[src/rtl/ps2_pkg.sv]
// Shared types and constants for the PS/2 host-to-device transmitter.
package ps2_pkg;

  typedef enum logic [2:0] {
    IDLE,
    INHIBIT,
    REQ,
    SHIFT,
    ACK,
    WAIT_IDLE
  } ps2_state_t;

  // Keyboard command and response bytes
  localparam logic [7:0] CMD_SET_LED = 8'hED;
  localparam logic [7:0] CMD_RESET   = 8'hFF;
  localparam logic [7:0] RSP_ACK     = 8'hFA;
  localparam logic [7:0] RSP_RESEND  = 8'hFE;

  // Bit positions inside the set-LED mask byte
  localparam int LED_SCROLL = 0;
  localparam int LED_NUM    = 1;
  localparam int LED_CAPS   = 2;

  // PS/2 frames carry odd parity over the eight data bits
  function automatic logic odd_parity(input logic [7:0] d);
    return ~^d;
  endfunction

endpackage

[src/rtl/ps2_line_filter.sv]
// Two-flop synchronizer, run-length glitch filter and falling-edge strobe
// for one open-drain PS/2 line. Lines idle high, so everything resets to 1.
module ps2_line_filter #(
  parameter int unsigned FILTER_LEN = 8
) (
  input  logic clk,
  input  logic reset,
  input  logic line_in,
  output logic level,
  output logic fall
);

  localparam int CW = $clog2(FILTER_LEN + 1);
  localparam logic [CW-1:0] CNT_LAST = CW'(FILTER_LEN - 1);

  logic          sync_p0;
  logic          sync_p1;
  logic [CW-1:0] run_cnt;

  // Synchronize, then accept a new level only after FILTER_LEN agreeing samples
  always_ff @(posedge clk or posedge reset) begin
    if (reset) begin
      sync_p0 <= 1'b1;
      sync_p1 <= 1'b1;
      level   <= 1'b1;
      fall    <= 1'b0;
      run_cnt <= '0;
    end else begin
      sync_p0 <= line_in;
      sync_p1 <= sync_p0;
      fall    <= 1'b0;
      if (sync_p1 == level) begin
        run_cnt <= '0;
      end else if (run_cnt == CNT_LAST) begin
        level   <= sync_p1;
        fall    <= ~sync_p1;
        run_cnt <= '0;
      end else begin
        run_cnt <= run_cnt + 1'b1;
      end
    end
  end

endmodule

[src/rtl/ps2_host_tx.sv]
// PS/2 host-to-device transmitter: inhibit, request-to-send, shift out
// data/parity/stop on device clock falling edges, then sample the device ACK.
module ps2_host_tx
  import ps2_pkg::*;
#(
  parameter int unsigned CLK_FREQ_HZ    = 50000000,
  parameter int unsigned INHIBIT_CYCLES = 6000,
  parameter int unsigned START_TIMEOUT  = 750000,
  parameter int unsigned PKT_TIMEOUT    = 100000,
  parameter int unsigned FILTER_LEN     = 8
) (
  input  logic       clk,
  input  logic       reset,
  input  logic       tx_valid,
  input  logic [7:0] tx_data,
  output logic       tx_ready,
  output logic       busy,
  input  logic       ps2_clk_in,
  input  logic       ps2_data_in,
  output logic       ps2_clk_oe,
  output logic       ps2_data_oe,
  output logic       done,
  output logic       ack_ok,
  output logic       err_timeout,
  output logic       err_noack
);

  // The device needs the clock held low for at least 100 us; never go below that.
  localparam int unsigned MIN_INHIBIT = CLK_FREQ_HZ / 10000;
  localparam int unsigned INHIBIT_LEN = (INHIBIT_CYCLES > MIN_INHIBIT) ? INHIBIT_CYCLES : MIN_INHIBIT;
  localparam int unsigned TMAX        = (START_TIMEOUT > PKT_TIMEOUT) ? START_TIMEOUT : PKT_TIMEOUT;
  localparam int IW = $clog2(INHIBIT_LEN + 1);
  localparam int TW = $clog2(TMAX + 1);
  localparam logic [IW-1:0] INHIBIT_LAST = IW'(INHIBIT_LEN - 1);
  localparam logic [TW-1:0] START_LAST   = TW'(START_TIMEOUT - 1);
  localparam logic [TW-1:0] PKT_LAST     = TW'(PKT_TIMEOUT - 1);

  ps2_state_t    state;
  logic [IW-1:0] inh_cnt;
  logic [TW-1:0] timer;
  logic [9:0]    frame;
  logic [3:0]    idx;
  logic          abort;
  logic          timed_out;
  logic          clk_level;
  logic          clk_fall;
  logic          data_level;
  logic          data_fall_unused;

  ps2_line_filter #(.FILTER_LEN(FILTER_LEN)) u_clk_filter (
    .clk    (clk),
    .reset  (reset),
    .line_in(ps2_clk_in),
    .level  (clk_level),
    .fall   (clk_fall)
  );

  ps2_line_filter #(.FILTER_LEN(FILTER_LEN)) u_data_filter (
    .clk    (clk),
    .reset  (reset),
    .line_in(ps2_data_in),
    .level  (data_level),
    .fall   (data_fall_unused)
  );

  // Start window runs until the first device edge, packet window until the ACK sample
  always_comb begin
    timed_out = 1'b0;
    if (state == SHIFT && idx == 4'd0) begin
      timed_out = (timer >= START_LAST);
    end else if (state == SHIFT || state == ACK) begin
      timed_out = (timer >= PKT_LAST);
    end
  end

  // Transaction FSM; all bus enables and result flags are registered here
  always_ff @(posedge clk or posedge reset) begin
    if (reset) begin
      state       <= IDLE;
      inh_cnt     <= '0;
      timer       <= '0;
      frame       <= '0;
      idx         <= '0;
      abort       <= 1'b0;
      tx_ready    <= 1'b0;
      busy        <= 1'b0;
      ps2_clk_oe  <= 1'b0;
      ps2_data_oe <= 1'b0;
      done        <= 1'b0;
      ack_ok      <= 1'b0;
      err_timeout <= 1'b0;
      err_noack   <= 1'b0;
    end else begin
      done <= 1'b0;
      if (done) begin
        ack_ok      <= 1'b0;
        err_timeout <= 1'b0;
        err_noack   <= 1'b0;
      end
      if (state != IDLE && timer != '1) begin
        timer <= timer + 1'b1;
      end

      if (abort) begin
        // Lines were already released when the timeout hit; report and finish
        abort    <= 1'b0;
        done     <= 1'b1;
        busy     <= 1'b0;
        tx_ready <= 1'b1;
        state    <= IDLE;
      end else begin
        case (state)
          IDLE: begin
            tx_ready <= 1'b1;
            if (tx_valid && tx_ready) begin
              frame      <= {1'b1, odd_parity(tx_data), tx_data};
              inh_cnt    <= '0;
              ps2_clk_oe <= 1'b1;
              busy       <= 1'b1;
              tx_ready   <= 1'b0;
              state      <= INHIBIT;
            end
          end
          INHIBIT: begin
            if (inh_cnt == INHIBIT_LAST) begin
              ps2_data_oe <= 1'b1;
              state       <= REQ;
            end else begin
              inh_cnt <= inh_cnt + 1'b1;
            end
          end
          REQ: begin
            ps2_clk_oe <= 1'b0;
            timer      <= '0;
            idx        <= '0;
            state      <= SHIFT;
          end
          SHIFT: begin
            if (timed_out) begin
              ps2_clk_oe  <= 1'b0;
              ps2_data_oe <= 1'b0;
              err_timeout <= 1'b1;
              abort       <= 1'b1;
            end else if (clk_fall) begin
              ps2_data_oe <= ~frame[idx];
              idx         <= idx + 1'b1;
              if (idx == 4'd0) begin
                timer <= '0;
              end
              if (idx == 4'd9) begin
                state <= ACK;
              end
            end
          end
          ACK: begin
            if (timed_out) begin
              ps2_clk_oe  <= 1'b0;
              ps2_data_oe <= 1'b0;
              err_timeout <= 1'b1;
              abort       <= 1'b1;
            end else if (clk_fall) begin
              ack_ok    <= ~data_level;
              err_noack <= data_level;
              state     <= WAIT_IDLE;
            end
          end
          WAIT_IDLE: begin
            if (clk_level && data_level) begin
              done     <= 1'b1;
              busy     <= 1'b0;
              tx_ready <= 1'b1;
              state    <= IDLE;
            end
          end
          default: state <= IDLE;
        endcase
      end
    end
  end

endmodule

[config.mk]
export PLATFORM = sky130hd
export DESIGN_NAME = ps2_host_tx
export DESIGN_NICKNAME = d
export VERILOG_FILES = /design/src/rtl/ps2_pkg.sv /design/src/rtl/ps2_line_filter.sv /design/src/rtl/ps2_host_tx.sv
export SDC_FILE = /design/constraint.sdc
export NUM_CORES = 1
export LEC_CHECK = 0
export ABC_AREA = 1
export CAP_MARGIN = 40
export CORE_AREA = 4 4 87 89
export CTS_BUF_LIST = sky130_fd_sc_hd__clkbuf_16
export CTS_CLUSTER_SIZE = 14
export DETAILED_ROUTE_END_ITERATION = 6
export DIE_AREA = 0 0 91 93
export PLACE_DENSITY = 0.83
export RECOVER_POWER = 25
export SLEW_MARGIN = 20
export SYNTH_ARGS = -nofsm -noshare
export SYNTH_HDL_FRONTEND = slang
export SYNTH_SLANG_ARGS = --single-unit
[constraint.sdc]
create_clock -name clk -period 4.6 [get_ports clk]
set_clock_uncertainty 0.05 [all_clocks]
set_input_delay 1.15 -clock clk [delete_from_list [all_inputs] [get_ports clk]]
set_output_delay 1.15 -clock clk [all_outputs]
set_load 0.1 [all_outputs]
==> impl_metrics.tcl <==
set metrics [dict create \
    clock_power_share_pct 22.8 \
    cts-buffers-inserted 9 \
    wl_per_cell_um 13.5 \
    summed_area_of_non_filler_cells_in_the_final_layout_um2 4940 \
    final.min_clock_period_ps 3040 \
    clk_path_buf_depth 2 \
    clock-root-buffer "clkbuf_16" \
    clock.fmax_ghz 0.329 \
    drt_wl_total_mm 9.25 \
    setup_viol 0 \
    slew_viol_final 0 \
    overflow 0 \
    nNetsFinal 618 \
    worst_setup_path_start_kind "input port" \
    switching_share_pct 44.2 \
    number_of_antenna_violations_at_the_first_check_in_global_routing 0 \
    arrival_ps 3240 \
    cts_tree "yes" \
    clkLatencyLatePin_ps 330 \
    power_frac_comb_pct 44.9 \
    die-height_um 93 \
    static-leakage-power_nw 2.34 \
    number_of_global_route_vias_before_repair 3613 \
    outcome "complete, no violations" \
    total_die_area_um2 8460 \
    power_switching_mw 1.34 \
    worst_pin_slew_ps 1250 \
    flow.area_growth_from_synthesis_pct 15.2 \
    synth-async-reset-ratio_pct 100 \
    end_kind "async pin" \
    critical_path.max_stage_delay_ps 980 \
    overall_via_count_from_detail_route 3756 \
    number_of_distinct_library_cell_variants_in_the_gate_level_netlist_after_synthesis 36 \
    place.port_buffers 20 \
    floorplan.initialDensity_pct 63.5 \
    multiInputGateArea_um2 2040 \
    timing.critical_path.required_ps 4800 \
    number_of_buffers_inserted_by_hold_repair_at_cts 0 \
    cts_setup_buffers 0 \
    grt_max_degree 33 \
    drc 0 \
    setup_total_negative_slack_ps 0 \
    critical_path_class "input port to async pin" \
    portion_of_the_clock_cycle_consumed_by_the_worst_path_in_the_final_layout_pct 66.0 \
    synth_area_per_cell_um2 7.56 \
    global_route_wire_length_before_repair_mm 16.5 \
    cts.htree.levels 3 \
    postSynthRegisterBits 74 \
    area.sequential_um2 1860 \
    post_cts_resize_count 0 \
    proportion_of_layout_cells_with_a_drive_suffix_above_1_pct 9.29 \
    slowest_stage "clkbuf_1" \
    power.density_nw_per_um2 614 \
    max_fanout_on_critical_path 24 \
    rsz_0062_raised_after_global_routing "no" \
    netlist_instances 567 \
    die_x_um 91 \
    detailedPlacementHpwl_mm 6.72 \
    filler_cell_count 527 \
    internal_power_mw 1.69 \
    grt.total_usage_pct 24.0 \
    num_rows 30 \
    clk_pin_slew_worst_paths_ps 60 \
    synth-warning-count 0 \
    synth-edff-count 0 \
    max-slew-margin-rel_pct 16.9 \
    top_level_ports 21 \
    ant_nets 0 \
    synth_sequential_area_ratio_pct 43.3 \
    power.sequential.fraction_pct 32.3 \
    n_antenna_cell 0 \
    core_area_um2 6760 \
    timing.critical_path.max_delay_family "buffers and inverters" \
    detailed_place.area_um2 4660 \
    drt_iter0_drc 255 \
    syn-num-nets 587 \
    routed_vias_inst 5.50 \
    path_buf_inv 3 \
    synthesis.area_um2 4290 \
    gp_weighted_congestion 0.966 \
    tritoncts_num_sinks 74 \
    dr.pass1.iters 4 \
    path_cells "dlygate4sd3_1 > inv_1 > clkbuf_1" \
    vdd_drop_max_mv 0.422 \
    synth_flop_cell "dfrtp_1" \
    max_cap_violations 0 \
    min-delay-path-class "flop to flop" \
    report.final.hold_viol_count 0 \
]
registers in the layout, indices dropped and copies added, names as in the netlist, 3 cells and up:
signal and count:
u_clk_filter.run_cnt 4, inh_cnt 13, timer 20, idx 4, frame 10, state 3
u_data_filter.run_cnt 4
synth_stat cells, types with 3 or more instances:
library cell    n  area [um^2]
nand2_4         5         56.3
o21ai_0        19         95.1
nand2_2         4         25.0
xor2_1         19          166
xnor2_1         9         78.8
nand3_1        43          215
o21ai_1        15         75.1
clkbuf_1        3         11.3
ha_1            7         87.6
inv_1          73          274
a21oi_1        21          105
nand4_1        18          113
buf_6           3         33.8
or2_2           4         25.0
inv_2           6         22.5
dfrtp_1        68         1700
dfstp_2         6          158
nor4_1          3         18.8
nand3_2         3         30.0
nor2_1         85          319
nand2_1       122          458
buf_2           4         20.0
nor3_1          9         45.0
cell type report:
cell class                 instances  area share (%)
timing repair buffer              31            6.86
tap                               80            2.03
clock buffer                       9            4.56
inverter                          80            6.18
clock inverter                     7            1.37
multi-input combinational        402            41.4
sequential                        74            37.6
final timing paths:
path,startpoint,to,slack [ps],depth (start not counted)
worst max-delay path,reset,inh_cnt[6],1560,3
worst min-delay path,u_data_filter.sync_p0,u_data_filter.sync_p1,310,0
worst max register to register,state[0],inh_cnt[6],2090,9
worst min register to register,u_data_filter.sync_p0,u_data_filter.sync_p1,310,0
max in group clk,ack_ok,ack_ok,1960,2
min in group asynchronous,reset,u_clk_filter.fall,1340,2
power groups by stage:
stage | registers [mW] | logic [mW] | clock network [mW]
final | 0.981 | 1.36 | 0.692
after global placement | 0.978 | 1.24 | 0
after detailed placement | 0.987 | 1.36 | 0
after floorplan | 1.09 | 0.940 | 0
after CTS | 0.977 | 1.37 | 0.699
after global routing | 1.00 | 1.53 | 0.733
stage by stage:
step	utilization (%)	cells	hold slack, ps	total power [mW]	setup WS, ps
after global routing	73.1	683	313	3.27	1160
final	73.1	683	309	3.03	1560
after detailed placement	69.0	667	299	2.35	1770
after floorplan	-	567	295	2.03	1530
after CTS	73.3	683	309	3.05	1940
after global placement	67.2	659	296	2.22	1810
metal layers:
metal | up-vias | global-route usage (%) | part of all wire, %
li1 | 1873 | - | -
met1 | 1772 | 32.3 | 46
met2 | 98 | 39.2 | 48
met3 | 13 | 3.78 | 4.3
met4 | 0 | 9.17 | 1.7
met5 | - | 0 | 0
placed cells by master (no fill, tap or decap), types with 2 or more instances in the layout:
| cell | n |
|---|---|
| xor2_1 | 19 |
| a211oi_1 | 2 |
| nor2_1 | 85 |
| o21ai_1 | 15 |
| nor2_2 | 2 |
| a31oi_1 | 2 |
| or2_2 | 4 |
| dfstp_1 | 2 |
| inv_1 | 73 |
| nor4_1 | 3 |
| buf_8 | 8 |
| dfrtp_1 | 68 |
| clkdlybuf4s50_1 | 17 |
| inv_6 | 2 |
| clkinv_1 | 2 |
| xnor2_1 | 9 |
| ha_1 | 7 |
| nand4_1 | 18 |
| dlygate4sd3_1 | 3 |
| clkbuf_16 | 9 |
| nand2_1 | 123 |
| inv_2 | 6 |
| nor3_1 | 9 |
| a21oi_1 | 21 |
| nand2_4 | 4 |
| buf_4 | 2 |
| o21ai_0 | 19 |
| nand2_2 | 4 |
| nand3_2 | 3 |
| o31ai_1 | 2 |
| mux2i_1 | 2 |
| nand3_1 | 43 |
| dfstp_2 | 4 |
logic make-up after synthesis:
group	Yosys count	synth area share, %
simple gates	301	31.5
buf+inv	91	8.81
flops	74	43.3
compound gates	63	7.82
xor+xnor	28	5.72
fa+ha+maj	7	2.04
mux	3	0.729
No activity file was read; power rests on OpenSTA's default activity.
